### src/rtl/scytale_encryption.sv
// -----------------------------------------------------------------------------
// scytale_encryption
//
// Scytale cipher encoder. Plaintext bytes are buffered until the start token
// arrives. The buffer is then treated as a key_N x key_M grid filled row-major
// and read back column-major, one ciphertext byte per clock.
//
// Ports:
//   clk      - clock, all state changes on the rising edge
//   rst_n    - asynchronous active-low reset
//   data_i   - plaintext byte or start token
//   valid_i  - data_i qualifier (ignored while busy)
//   key_N    - grid rows, latched when the token is accepted
//   key_M    - grid columns, latched when the token is accepted
//   data_o   - ciphertext byte (0 whenever valid_o is low)
//   valid_o  - data_o qualifier
//   busy     - high while a message is being emitted or flushed
// -----------------------------------------------------------------------------
module scytale_encryption #(
  parameter int                     D_WIDTH                = 8,
  parameter int                     KEY_WIDTH              = 8,
  parameter int                     MAX_NOF_CHARS          = 50,
  parameter logic [D_WIDTH-1:0]     START_ENCRYPTION_TOKEN = 8'hFA
) (
  input  logic                 clk,
  input  logic                 rst_n,
  input  logic [D_WIDTH-1:0]   data_i,
  input  logic                 valid_i,
  input  logic [KEY_WIDTH-1:0] key_N,
  input  logic [KEY_WIDTH-1:0] key_M,
  output logic [D_WIDTH-1:0]   data_o,
  output logic                 valid_o,
  output logic                 busy
);

  localparam int CNT_W  = $clog2(MAX_NOF_CHARS + 1);
  localparam int ADDR_W = $clog2(MAX_NOF_CHARS);
  localparam int IDX_W  = 2 * KEY_WIDTH;

  typedef enum logic [1:0] {
    IDLE  = 2'd0,
    EMIT  = 2'd1,
    FLUSH = 2'd2
  } state_t;

  state_t               state_r;
  state_t               state_s;

  logic [D_WIDTH-1:0]   buf_r [MAX_NOF_CHARS];
  logic [CNT_W-1:0]     count_r;
  logic [KEY_WIDTH-1:0] key_n_r;
  logic [KEY_WIDTH-1:0] key_m_r;
  logic [KEY_WIDTH-1:0] i_r;
  logic [KEY_WIDTH-1:0] j_r;
  logic [D_WIDTH-1:0]   data_o_r;
  logic                 valid_o_r;
  logic                 busy_r;

  logic                 tok_s;
  logic                 byte_s;
  logic                 zero_key_s;
  logic                 last_s;
  logic [KEY_WIDTH-1:0] i_inc_s;
  logic [KEY_WIDTH-1:0] j_inc_s;
  logic [IDX_W-1:0]     idx_s;
  logic [D_WIDTH-1:0]   rd_s;

  assign data_o  = data_o_r;
  assign valid_o = valid_o_r;
  assign busy    = busy_r;

  // Input decode, grid counters and buffer read port
  always_comb begin
    tok_s      = valid_i && (data_i == START_ENCRYPTION_TOKEN);
    byte_s     = valid_i && (data_i != START_ENCRYPTION_TOKEN);
    zero_key_s = (key_N == KEY_WIDTH'(0)) || (key_M == KEY_WIDTH'(0));
    i_inc_s    = i_r + KEY_WIDTH'(1);
    j_inc_s    = j_r + KEY_WIDTH'(1);
    // Last grid cell is (N-1, M-1); compare incremented counters to avoid key-1 underflow.
    last_s     = (i_inc_s == key_n_r) && (j_inc_s == key_m_r);
    // Row-major address of grid cell (i, j), computed at double key width.
    idx_s      = IDX_W'(i_r) * IDX_W'(key_m_r) + IDX_W'(j_r);
    rd_s       = D_WIDTH'(0);
    if (idx_s < IDX_W'(MAX_NOF_CHARS)) begin
      rd_s = buf_r[idx_s[ADDR_W-1:0]];
    end else begin
      rd_s = D_WIDTH'(0);
    end
  end

  // Next-state logic
  always_comb begin
    state_s = state_r;
    case (state_r)
      IDLE: begin
        if (tok_s && !zero_key_s) begin
          state_s = EMIT;
        end else begin
          state_s = IDLE;
        end
      end
      EMIT: begin
        if (last_s) begin
          state_s = FLUSH;
        end else begin
          state_s = EMIT;
        end
      end
      FLUSH:   state_s = IDLE;
      default: state_s = IDLE;
    endcase
  end

  // State register
  always_ff @(posedge clk or negedge rst_n) begin
    if (!rst_n) begin
      state_r <= IDLE;
    end else begin
      state_r <= state_s;
    end
  end

  // Plaintext buffer, keys, grid counters and registered outputs
  always_ff @(posedge clk or negedge rst_n) begin
    if (!rst_n) begin
      for (int k = 0; k < MAX_NOF_CHARS; k++) begin
        buf_r[k] <= D_WIDTH'(0);
      end
      count_r   <= CNT_W'(0);
      key_n_r   <= KEY_WIDTH'(0);
      key_m_r   <= KEY_WIDTH'(0);
      i_r       <= KEY_WIDTH'(0);
      j_r       <= KEY_WIDTH'(0);
      data_o_r  <= D_WIDTH'(0);
      valid_o_r <= 1'b0;
      busy_r    <= 1'b0;
    end else begin
      case (state_r)
        IDLE: begin
          if (tok_s) begin
            key_n_r <= key_N;
            key_m_r <= key_M;
            i_r     <= KEY_WIDTH'(0);
            j_r     <= KEY_WIDTH'(0);
            if (zero_key_s) begin
              // Degenerate grid: discard the message and keep accepting input.
              for (int k = 0; k < MAX_NOF_CHARS; k++) begin
                buf_r[k] <= D_WIDTH'(0);
              end
              count_r <= CNT_W'(0);
            end else begin
              busy_r <= 1'b1;
            end
          end else if (byte_s) begin
            // Bytes beyond the buffer depth are dropped silently.
            if (count_r < CNT_W'(MAX_NOF_CHARS)) begin
              buf_r[count_r[ADDR_W-1:0]] <= data_i;
              count_r                    <= count_r + CNT_W'(1);
            end
          end
        end
        EMIT: begin
          data_o_r  <= rd_s;
          valid_o_r <= 1'b1;
          // Column-major walk: rows advance fastest.
          if (i_inc_s == key_n_r) begin
            i_r <= KEY_WIDTH'(0);
            j_r <= j_inc_s;
          end else begin
            i_r <= i_inc_s;
          end
        end
        FLUSH: begin
          for (int k = 0; k < MAX_NOF_CHARS; k++) begin
            buf_r[k] <= D_WIDTH'(0);
          end
          count_r   <= CNT_W'(0);
          data_o_r  <= D_WIDTH'(0);
          valid_o_r <= 1'b0;
          busy_r    <= 1'b0;
        end
        default: begin
          data_o_r  <= D_WIDTH'(0);
          valid_o_r <= 1'b0;
          busy_r    <= 1'b0;
        end
      endcase
    end
  end

endmodule
### config.mk
export PLATFORM = sky130hd
export DESIGN_NAME = scytale_encryption
export DESIGN_NICKNAME = d
export VERILOG_FILES = /design/src/rtl/scytale_encryption.sv
export SDC_FILE = /design/constraint.sdc
export NUM_CORES = 1
export LEC_CHECK = 0
export BUFFER_PORTS_ARGS = -buffer_cell sky130_fd_sc_hd__clkbuf_2
export CAP_MARGIN = 20
export CORE_MARGIN = 5
export CORE_UTILIZATION = 65
export CTS_BUF_LIST = sky130_fd_sc_hd__clkbuf_4
export CTS_CLUSTER_SIZE = 12
export DETAILED_ROUTE_END_ITERATION = 6
export GPL_ROUTABILITY_DRIVEN = 0
export GPL_TIMING_DRIVEN = 0
export PLACE_DENSITY = 0.82
export SLEW_MARGIN = 20
export SYNTH_ARGS = -nofsm -noshare
export SYNTH_HDL_FRONTEND = slang
export SYNTH_SLANG_ARGS = --single-unit
### constraint.sdc
create_clock -name clk -period 14.4 [get_ports clk]
set_clock_uncertainty 0.2 [all_clocks]
set_input_delay 2.88 -clock clk [delete_from_list [all_inputs] [get_ports clk]]
set_output_delay 2.88 -clock clk [all_outputs]
set_load 0.02 [all_outputs]
==> summary.md <==
| Metric | Value |
|---|---|
| Result of the run | completed |
| Htree depth | 3 |
| Critical Path Sink Type | register |
| Top FF cell, synth | sky130_fd_sc_hd__dfrtp_1 |
| Register bit count reported by yosys | 450 |
| Area of the mapped netlist | 23,400 µm² |
| Tmin final | ~5800 ps |
| Iteration-0 DRC count of the detailed router | between 2k and 2.5k |
| Tightest Pin Transition | 1220 ps |
| Max-slew violation total from the final report | 0 |
| Setup repair after global routing missed its margin | no |
| Crit Path Max Fanout | 10 |
| IR Drop Worst-Case VDD | approximately 85 µV |
| Hold Vio Cnt, Final | 0 |
| Post-CTS Hold Buffers | 0 |
| Top achievable clock speed | ~0.17 GHz |
| Fill count | around 2.5k |
| Crit-path slowest cell | sky130_fd_sc_hd__xnor2_1 |
| Global-route wire length before repair | 109,000 µm |
| Later-pin clock latency in the skew report | roughly 860 ps |
| Vertical die dimension | about 200 µm |
| Worst Hold Launch | data_o[5] |
| Number of routed nets with antenna violations | 0 |
| Seq/Total Area, Yosys | 0.482 |
| Resized Gates After CTS | 0 |
| Crit path cell chain | clkbuf_1 -> and2_1 -> fa_1 -> inv_1 -> fa_1 -> inv_1 -> ha_1 -> inv_1 -> fa_1 -> fa_1 -> xnor2_1 -> nor2_1 -> nand3_1 -> o22ai_1 -> a211o_1 -> a311oi_1 -> o21ai_0 |
| End of the worst register-to-register path | data_o[5] |
| Post-detailed-route wirelength per cell | ~27 µm |
| Buffers inserted by post-CTS timing repair | 0 |
| Terminating pin of the worst hold path | data_o[5] |
| Worst reg2reg startpoint | i_r[4] |
| Max incr delay on CP | between 700 and 800 ps |
| Share of flip-flops with an asynchronous set or reset | 1.00 |
| Worst slack after detailed placement | 8250 ps |
| Initial cell density of the core | 0.657 |
| Clock-pin slew on the worst setup and hold paths | 60 ps |
| Leakage | between 0.01 and 0.015 µW |
| Final wirelength | 70,300 µm |
| Worst-case setup margin in the final layout | roughly 8600 ps |
| DIE WIDTH | roughly 200 µm |
| Worst endpoint data arrival time | ~6300 ps |
| Aggregate global-route resource usage | 0.359 |
| Buffer levels on the longest clock path | 3 |
| Number of ports placed on the die boundary | 37 |
| Post-route fraction of the period consumed by the critical path | 0.402 |
| Total negative slack | 0 ps |
| Slew Limit Headroom | 0.184 |
| Worst Setup Path Type | register to register |
| Vias after detailed routing | approximately 19k |
| Synth Net Count | 2,079 |
| Number of clock buffers inserted by TritonCTS | around 110 |
| Buffer cell driving the clock tree root | sky130_fd_sc_hd__clkbuf_4 |
| Count of buffers from port buffering | 28 |
| Top cell by count, worst path | sky130_fd_sc_hd__fa_1 |
| Final HPWL from detailed placement | between 40,000 and 50,000 µm |
| Startpoint Class | register |
| Finish-stage setup viols | 0 |
| Worst hold path cell count | 2 |
| Count of flip-flops with a built-in enable after synthesis | 0 |
| Clock tree from TritonCTS | done |
| Number of global-route vias before repair | 18.9k |
| Total congestion overflow | 0 |
| TritonCTS sink count | 450 |
| Row count | 69 |
| Number of warnings reported in the yosys synthesis log | 0 |
| Fraction of final layout cells sized beyond drive strength 1 | 0.189 |
| Max_cap viols | 0 |
| Mean Syn Cell Area | between 10 and 15 µm² |
| Antenna violations before repair | 3 |
| Worst min-delay path category | register to register |
| Syn-to-layout area delta | 9.73% |
| FF-to-FF setup slack | about 8600 ps |
| Worst-case reg-to-reg path depth | 17 |
| Post-route DRC | 0 |
| Power Dens Cells | 95.1 nW/µm² |
| Required time of the critical path | roughly 15,000 ps |
| Initial DRT Pass Iterations | 6 |
| Avg Vias per Cell | slightly above 7 |
| Core Footprint | 35,600 µm² |
| Area of the die | approximately 40,000 µm² |
| Cell variety after synth | ~70 |
| NumNets Final | about 2.2k |
| Number of buffers and inverters on the critical path | 4 |
| Synthesized instance count | ~2.0k |
| Maximum number of pins on one net before global-route repair | 91 |
| Cell family with the largest share of critical-path delay | adder cells |
-- layer usage --
layer / vias up / track usage / share of wire
met3: 295 / 0.102 / 0.12
li1: 7739 / - / -
met5: - / 0 / 0
met2: 1413 / 0.541 / 0.45
met4: 0 / 0.189 / 0.063
met1: 9285 / 0.478 / 0.37
-- placed cells by master (no fill, tap or decap), types with 6 or more instances in the layout --
cell / count
sky130_fd_sc_hd__buf_1: 9
sky130_fd_sc_hd__clkbuf_1: 86
sky130_fd_sc_hd__o21ai_0: 143
sky130_fd_sc_hd__o2bb2ai_1: 8
sky130_fd_sc_hd__mux4_2: 72
sky130_fd_sc_hd__ha_1: 39
sky130_fd_sc_hd__o221ai_1: 6
sky130_fd_sc_hd__o21bai_1: 9
sky130_fd_sc_hd__a311oi_1: 7
sky130_fd_sc_hd__mux2i_1: 68
sky130_fd_sc_hd__fa_1: 44
sky130_fd_sc_hd__buf_2: 41
sky130_fd_sc_hd__clkbuf_2: 27
sky130_fd_sc_hd__clkbuf_4: 157
sky130_fd_sc_hd__xnor2_1: 15
sky130_fd_sc_hd__a31oi_1: 6
sky130_fd_sc_hd__buf_16: 6
sky130_fd_sc_hd__inv_1: 68
sky130_fd_sc_hd__nor2_2: 7
sky130_fd_sc_hd__dfrtp_1: 450
sky130_fd_sc_hd__a21oi_1: 32
sky130_fd_sc_hd__buf_4: 12
sky130_fd_sc_hd__xor2_1: 10
sky130_fd_sc_hd__and2_1: 58
sky130_fd_sc_hd__nor3_1: 16
sky130_fd_sc_hd__a21oi_2: 11
sky130_fd_sc_hd__clkinv_1: 14
sky130_fd_sc_hd__nor2_1: 54
sky130_fd_sc_hd__a22oi_1: 16
sky130_fd_sc_hd__nand3_1: 134
sky130_fd_sc_hd__nand2b_1: 8
sky130_fd_sc_hd__nand2_1: 94
sky130_fd_sc_hd__a21oi_4: 18
sky130_fd_sc_hd__a221oi_1: 30
sky130_fd_sc_hd__mux2_2: 26
sky130_fd_sc_hd__a22o_1: 285
-- cells in the mapped netlist (9+ instances only) --
master                     count  share of area
sky130_fd_sc_hd__nand2_1      94          0.015
sky130_fd_sc_hd__nor3_1       16         0.0034
sky130_fd_sc_hd__and2_1       58          0.016
sky130_fd_sc_hd__nor2_1       54         0.0087
sky130_fd_sc_hd__a22oi_1      16         0.0051
sky130_fd_sc_hd__mux2_2       26          0.013
sky130_fd_sc_hd__buf_4        12         0.0039
sky130_fd_sc_hd__buf_1         9         0.0014
sky130_fd_sc_hd__fa_1         44          0.038
sky130_fd_sc_hd__xor2_1       10         0.0037
sky130_fd_sc_hd__o21ai_0     143          0.031
sky130_fd_sc_hd__ha_1         39          0.021
sky130_fd_sc_hd__clkbuf_1     86          0.014
sky130_fd_sc_hd__a221oi_1     30          0.011
sky130_fd_sc_hd__a21oi_1      32         0.0069
sky130_fd_sc_hd__dfrtp_1     450           0.48
sky130_fd_sc_hd__o21bai_1      9         0.0029
sky130_fd_sc_hd__inv_1        68          0.011
sky130_fd_sc_hd__nand3_1     134          0.029
sky130_fd_sc_hd__xnor2_1      15         0.0056
sky130_fd_sc_hd__buf_2        41         0.0088
sky130_fd_sc_hd__mux4_2       72          0.069
sky130_fd_sc_hd__mux2i_1      68          0.029
sky130_fd_sc_hd__a21oi_2      11         0.0041
sky130_fd_sc_hd__a21oi_4      18          0.013
sky130_fd_sc_hd__a22o_1      285           0.11
-- final cells by class --
class | count | area (µm²) | share of cell area
sequential | 450 | 11300 | 0.439
multi-input combinational | 1299 | 11200 | 0.436
timing repair buffer | 34 | 314 | 0.0123
tap | 461 | 577 | 0.0225
buffer | 151 | 686 | 0.0267
clock buffer | 157 | 1180 | 0.0460
antenna | 4 | 10.0 | 0.000390
clock inverter | 24 | 186 | 0.00727
inverter | 69 | 259 | 0.0101
-- flip-flops by register name (all words and copies together), names as in the netlist --
signal   cells
buf_r      400
busy         1
count_r      6
data_o       8
i_r          8
j_r          8
key_m_r      8
key_n_r      8
state_r      2
valid_o      1
-- tightest hold or removal path: cells and delay by family, from the launching register on --
kind | cells | cell delay, ps
compound gates | 1 | 60
simple gates | 1 | 50
flops | 1 | 340
-- how the worst max path moves through the flow --
stage	from	end	slack, ps	cells after the start
global placement	rst_n	buf_r[26]	640	1
floorplan	data_i[0]	buf_r[375]	9500	10
finish	i_r[4]	data_o[5]	8610	17
detailed placement	key_M[3]	buf_r[325]	8250	10
global route	i_r[4]	data_o[1]	8320	17
CTS	i_r[4]	data_o[5]	8710	17
-- power by group --
part           switching, µW  leakage, µW  internal [µW]
Combinational           68.9      0.00534           19.8
Sequential              3.82      0.00618           1270
Clock                    529     0.000810            549
Total                    601       0.0123           1840
-- through the flow --
step | cells | total power (µW) | util | area, µm² | hold WS [ps]
floorplan | 1969 | 1320 | - | 23400 | 255
finish | 2649 | 2440 | 0.721 | 25600 | 281
detailed placement | 2464 | 1380 | 0.682 | 24300 | 274
CTS | 2645 | 2440 | 0.720 | 25600 | 288
global route | 2648 | 2520 | 0.721 | 25600 | 303
global placement | 2458 | 1380 | 0.677 | 24100 | 269
-- cell families after synthesis --
group,synth area share
AO/OA/AOI/OAI,0.200
adder cells (fa/ha/maj),0.0586
buffers and inverters,0.0404
AND/OR/NAND/NOR,0.0960
flip-flops,0.482
XOR/XNOR,0.0123
multiplexers,0.111
No activity file was read; power rests on OpenSTA's default activity.
